<file path="config.mk">
export PLATFORM = sky130hd
export DESIGN_NAME = cnt16_core_flat
export DESIGN_NICKNAME = d
export VERILOG_FILES = /design/src/rtl/cnt16_core_if.sv /design/src/rtl/cnt16_core.sv /design/src/flat_wrapper.sv
export SDC_FILE = /design/constraint.sdc
export NUM_CORES = 1
export LEC_CHECK = 0
export ABC_CLOCK_PERIOD_IN_PS = 3700
export CORE_MARGIN = 8
export CORE_UTILIZATION = 30
export CTS_BUF_LIST = sky130_fd_sc_hd__clkbuf_4
export CTS_CLUSTER_SIZE = 40
export DETAILED_ROUTE_END_ITERATION = 10
export PLACE_DENSITY = 0.52
export SLEW_MARGIN = 20
export SYNTH_ARGS = -nofsm -noshare
export SYNTH_HDL_FRONTEND = slang
export SYNTH_SLANG_ARGS = --single-unit
export TNS_END_PERCENT = 10
</file>
<file path="constraint.sdc">
create_clock -name i_sysclk -period 3.7 [get_ports i_sysclk]
set_input_delay 0.555 -clock i_sysclk [delete_from_list [all_inputs] [get_ports i_sysclk]]
set_output_delay 0.555 -clock i_sysclk [all_outputs]
set_load 0.01 [all_outputs]
</file>
<file path="src/rtl/cnt16_core_if.sv">
// Control/data bundle for the cnt16_core up/down counter.
interface cnt16_core_if #(
  parameter int unsigned WIDTH = 16
);
  logic             i_mod_en;
  logic             i_tick;
  logic             i_ld;
  logic [WIDTH-1:0] i_ld_data;
  logic             i_dir;
  logic             i_oneshot;
  logic [WIDTH-1:0] i_cmp_data;
  logic [WIDTH-1:0] o_cnt;
  logic             o_match;
  logic             o_wrap;
  logic             o_busy;

  // Counter side: consumes controls, produces count and status.
  modport slave (
    input  i_mod_en, i_tick, i_ld, i_ld_data, i_dir, i_oneshot, i_cmp_data,
    output o_cnt, o_match, o_wrap, o_busy
  );

  // Controller side: drives controls, observes count and status.
  modport master (
    output i_mod_en, i_tick, i_ld, i_ld_data, i_dir, i_oneshot, i_cmp_data,
    input  o_cnt, o_match, o_wrap, o_busy
  );
endinterface

</file>
<file path="src/rtl/cnt16_core.sv">
// Tick-driven up/down counter with load, compare and one-shot wrap stop.
module cnt16_core #(
  parameter int unsigned WIDTH = 16
) (
  input  logic         i_sysclk,
  input  logic         i_sysrst,
  cnt16_core_if.slave  bus
);

  localparam logic [WIDTH-1:0] CNT_MAX  = '1;
  localparam logic [WIDTH-1:0] CNT_ZERO = '0;

  typedef enum logic [1:0] {
    IDLE = 2'd0,
    RUN  = 2'd1,
    DONE = 2'd2
  } state_t;

  state_t           state;
  state_t           state_nxt;
  logic [WIDTH-1:0] cnt;
  logic [WIDTH-1:0] cnt_nxt;
  logic             match;
  logic             match_nxt;
  logic             wrap;
  logic             wrap_nxt;
  logic             busy;
  logic             busy_nxt;
  logic             step_c;
  logic [WIDTH-1:0] step_val_c;

  // Next state, next count and next pulse values; load outranks a tick.
  always_comb begin
    state_nxt  = state;
    cnt_nxt    = cnt;
    match_nxt  = 1'b0;
    wrap_nxt   = 1'b0;
    step_c     = (state == RUN) && bus.i_tick && !bus.i_ld;
    step_val_c = bus.i_dir ? WIDTH'(cnt + WIDTH'(1)) : WIDTH'(cnt - WIDTH'(1));

    if (bus.i_ld) begin
      cnt_nxt = bus.i_ld_data;
    end else if (step_c) begin
      cnt_nxt   = step_val_c;
      wrap_nxt  = bus.i_dir ? (cnt == CNT_MAX) : (cnt == CNT_ZERO);
      match_nxt = (step_val_c == bus.i_cmp_data);
    end

    unique case (state)
      IDLE: begin
        if (bus.i_mod_en) state_nxt = RUN;
      end
      RUN: begin
        if (!bus.i_mod_en)                 state_nxt = IDLE;
        else if (wrap_nxt && bus.i_oneshot) state_nxt = DONE;
      end
      DONE: begin
        if (!bus.i_mod_en)                 state_nxt = IDLE;
        else if (bus.i_ld)                 state_nxt = RUN;
      end
      default: state_nxt = IDLE;
    endcase

    busy_nxt = (state_nxt == RUN);
  end

  // State and output registers with synchronous reset.
  always_ff @(posedge i_sysclk) begin
    if (i_sysrst) begin
      state <= IDLE;
      cnt   <= CNT_ZERO;
      match <= 1'b0;
      wrap  <= 1'b0;
      busy  <= 1'b0;
    end else begin
      state <= state_nxt;
      cnt   <= cnt_nxt;
      match <= match_nxt;
      wrap  <= wrap_nxt;
      busy  <= busy_nxt;
    end
  end

  assign bus.o_cnt   = cnt;
  assign bus.o_match = match;
  assign bus.o_wrap  = wrap;
  assign bus.o_busy  = busy;

endmodule
</file>
<file path="src/flat_wrapper.sv">
// flat-port wrapper written by rule: the top's interface ports become plain ports
module cnt16_core_flat 
#(
  parameter int unsigned WIDTH = 16
)
  (i_sysclk, i_sysrst, bus_i_mod_en, bus_i_tick, bus_i_ld, bus_i_ld_data, bus_i_dir, bus_i_oneshot, bus_i_cmp_data, bus_o_cnt, bus_o_match, bus_o_wrap, bus_o_busy);
  cnt16_core_if #(.WIDTH(WIDTH)) bus_i ();
  input  logic i_sysclk;
  input  logic i_sysrst;
  input wire logic [$bits(bus_i.i_mod_en)-1:0] bus_i_mod_en;
  input wire logic [$bits(bus_i.i_tick)-1:0] bus_i_tick;
  input wire logic [$bits(bus_i.i_ld)-1:0] bus_i_ld;
  input wire logic [$bits(bus_i.i_ld_data)-1:0] bus_i_ld_data;
  input wire logic [$bits(bus_i.i_dir)-1:0] bus_i_dir;
  input wire logic [$bits(bus_i.i_oneshot)-1:0] bus_i_oneshot;
  input wire logic [$bits(bus_i.i_cmp_data)-1:0] bus_i_cmp_data;
  output wire logic [$bits(bus_i.o_cnt)-1:0] bus_o_cnt;
  output wire logic [$bits(bus_i.o_match)-1:0] bus_o_match;
  output wire logic [$bits(bus_i.o_wrap)-1:0] bus_o_wrap;
  output wire logic [$bits(bus_i.o_busy)-1:0] bus_o_busy;
  assign bus_i.i_mod_en = bus_i_mod_en;
  assign bus_i.i_tick = bus_i_tick;
  assign bus_i.i_ld = bus_i_ld;
  assign bus_i.i_ld_data = bus_i_ld_data;
  assign bus_i.i_dir = bus_i_dir;
  assign bus_i.i_oneshot = bus_i_oneshot;
  assign bus_i.i_cmp_data = bus_i_cmp_data;
  assign bus_o_cnt = bus_i.o_cnt;
  assign bus_o_match = bus_i.o_match;
  assign bus_o_wrap = bus_i.o_wrap;
  assign bus_o_busy = bus_i.o_busy;
  cnt16_core #(.WIDTH(WIDTH)) u_core (.i_sysclk(i_sysclk), .i_sysrst(i_sysrst), .bus(bus_i));
endmodule
</file>
==> flow_summary.yaml <==
hold_path:
  hold_path.class: "reg -> reg"
critical_path:
  crit_fanout: 13
  critical_path_arrival_ns: 3.52
  cp-endpoint: "u_core.bus.o_match"
  crit_start: "bus_i_dir"
  r2r-end: "u_core.bus.o_match"
  path_buf_inv: 2
  worst-path-stages: 11
  reg2reg_from: "u_core.bus.o_cnt[0]"
  startpoint_type: "input pin"
  slowest_delay_ns: 0.42
  path_delay_family: "buffers and inverters"
  critical_path_required_ns: 3.94
  crit_chain: "clkdlybuf4s50_1 > inv_1 > ha_1 > o21ai_1 > a21oi_1 > o311a_1 > nor3_4 > xnor3_1 > nor3_1 > o2111ai_1 > nor4_2"
  regToRegSetupSlack_ns: 0.69
  r2r_cells: 10
  crit_slowest_cell: "clkdlybuf4s50_1"
  crit_type: "in -> reg"
  cp-end-kind: "register"
cells_and_area:
  diodes: 0
  layout-drive-gt1-share_pct: 9.23
  syn2layout_area_growth_pct: 35.7
  nets: 391
logic_synthesis:
  ys_top_cells_by_count: "36 x nor2_1, 32 x a21oi_1, 32 x nand2_1"
  synthesis.area_um2: 2090
  ys_ff_latch: 21
  synthArstFlopShare_pct: 0
  ys.flop_type: "dfxtp_1"
  synthesis.nets: 327
  synth-seq-area-share_pct: 20.1
  synth_area_leaders: "dfxtp_1 20%, ha_1 8.4%, a21oi_1 7.7%, xnor2_1 7.1%, nor2_1 6.5%"
  synth_top_area_share_pct: 20.1
  yosysTopAreaCell: "dfxtp_1"
  synth_edf_count: 0
  syn_inst: 273
  syn_avg_cell_area_um2: 7.67
  synth.most_common_cell: "nor2_1"
  synthDistinctLibCells: 55
  ys_warn_count: 0
cts:
  insertion_delay_ns: 0.32
  clkTransAtPathRegs_ns: 0.14
  ctsRootBufferMaster: "clkbuf_4"
  cts_tree: "done"
  clkSinkCount: 21
  cts.hold.buffers_added: 0
  cts_resized: 0
  h-tree-depth: 1
  cts_buffer_depth: 2
  cts_made_buffers: 3
  cts_setup_buffers: 0
floorplan:
  die_h_um: 99.5
  die_area_um2: 9910
  initial_utilization_pct: 31.0
  die_x_um: 99.5
  rows: 30
  ios: 58
  core_area_um2: 6760
pwr:
  leakagePower_nw: 1.11
  p_seq_share_pct: 34.2
  p_int_w: 0.000471
  power_density_nw_per_um2: 272
  sw_frac_of_total_pct: 39.0
  power.share.clock_pct: 15.7
  vdd_ir_drop_max_v: 0.000116
  p_comb_share_pct: 50.1
  p_sw_w: 0.000302
timing:
  setup_tns_ns: 0
  min_period_over_period_pct: 88.7
  fin_ws_ns: 0.420
  clock.fmax_mhz: 305
  rsz0062_at_grt: "false"
  fin_hold_ws_ns: 0.567
  worst_pin_slew_ns: 0.460
  slew_violations: 0
  fin_crit_ns: 3.28
  skew_ns: 0.00392
  hold_violations: 0
  setup_viol: 0
  relSlewSlack_pct: 69.3
global_routing:
  grt_pass1_wl_um: 11400
  antenna_found_initial: 0
  track_usage_pct: 14.0
  grt_pass1_vias: 2288
  overflow: 0
  grt_max_degree: 29
status:
  status: "finished clean"
place:
  dp_hpwl_um: 5490
  portBuffers: 57
  place_congestion: 0.865
  place_ws_ns: 0.0600
routing:
  wire_per_inst_um: 16.5
  drc: 0
  wl_um: 6880
  dr.pass1.iters: 4
  vias_per_cell: 5.41
  vias: 2249
  drtIter0Drc: 75
  drt.antenna.violating_nets: 0
run:
  cap_violations: 0
==> worst register-to-register path, stage by stage (launching register included) <==
cell       delay (ns)
dfxtp_1          0.55
inv_1            0.11
fa_1             0.48
nand2b_1         0.19
a21oi_1          0.28
xor2_1           0.11
o311ai_0         0.34
nand4_1          0.18
nor4_2           0.29
o2111ai_1        0.18
nor4_2           0.22
==> registers in the layout (all words and copies together), names as in the netlist <==
signal,flops
u_core.bus.o_match,1
u_core.bus.o_busy,1
u_core.bus.o_wrap,1
u_core.bus.o_cnt,16
u_core.state,2
==> worst min-delay path by stage <==
stage / startpoint / end / slack, ns / cells past startpoint
after global routing: u_core.state[1] / u_core.state[1] / 0.61 / 2
after CTS: u_core.state[1] / u_core.state[1] / 0.57 / 2
after detailed placement: u_core.state[1] / u_core.state[1] / 0.55 / 2
after floorplan: u_core.state[1] / u_core.state[1] / 0.52 / 2
after global placement: u_core.state[1] / u_core.state[1] / 0.54 / 2
final: u_core.state[1] / u_core.state[1] / 0.57 / 2
==> power groups by stage <==
stage               logic [W]  clock network (W)  registers [W]
floorplan            0.000243                  0       0.000266
global placement     0.000388                  0       0.000269
detailed placement   0.000388                  0       0.000270
CTS                  0.000390           0.000129       0.000265
global route         0.000426           0.000136       0.000267
finish               0.000387           0.000122       0.000264
==> layout make-up <==
cell class | count | area (um^2)
clock inverter | 1 | 5.00
timing repair buffer | 72 | 683
clock buffer | 3 | 22.5
tap | 80 | 100
sequential | 21 | 420
inverter | 10 | 37.5
fill | 713 | 3920
multi-input combinational | 229 | 1570
==> placed cells by master, fill, tap and decap left out, types with 2 or more instances in the layout <==
cell type	synthesis	final
nor4_1	7	7
and3_1	3	3
buf_4	0	15
ha_1	14	14
and3b_1	2	2
nor3_1	6	6
nand4_1	7	7
xor2_1	12	12
nand2b_1	2	2
inv_1	9	9
a211oi_1	5	5
clkbuf_4	0	3
clkdlybuf4s50_1	0	57
xnor2_1	17	17
a21oi_1	32	32
nor2_1	36	36
o21ai_1	3	3
dfxtp_1	21	21
a221oi_1	5	5
o2111ai_1	2	2
a21o_1	2	2
o21ai_0	8	8
nor4_2	2	2
a311oi_1	4	4
nand2_1	32	32
==> cell families (layout without fill, tap and decap cells) <==
family          count (synthesis)  in the layout  synth area share [%]
fa+ha+maj                      15             15                  9.32
simple gates                  107            107                  25.5
flops                          21             21                  20.1
compound gates                 75             75                  25.5
mux                             1              1                 0.478
xor+xnor                       31             31                  14.3
buf+inv                        23             86                  4.78
==> stage by stage <==
stage | cell area, um^2 | util, % | power (W) | std cells
finish | 2840 | 42.1 | 0.000773 | 416
global placement | 2810 | 41.6 | 0.000657 | 412
detailed placement | 2810 | 41.6 | 0.000658 | 412
global route | 2840 | 42.1 | 0.000830 | 416
floorplan | 2090 | - | 0.000509 | 273
CTS | 2840 | 42.1 | 0.000783 | 416
==> per-layer routing <==
metal  vias up  GRT usage (%)  part of all wire [%]
met2        79           23.9                    48
met5         -              0                     0
met3         8           3.84                   7.9
met1      1041           17.1                    43
li1       1121              -                     -
met4         0           3.03                   1.2
No activity file was read; power rests on OpenSTA's default activity.
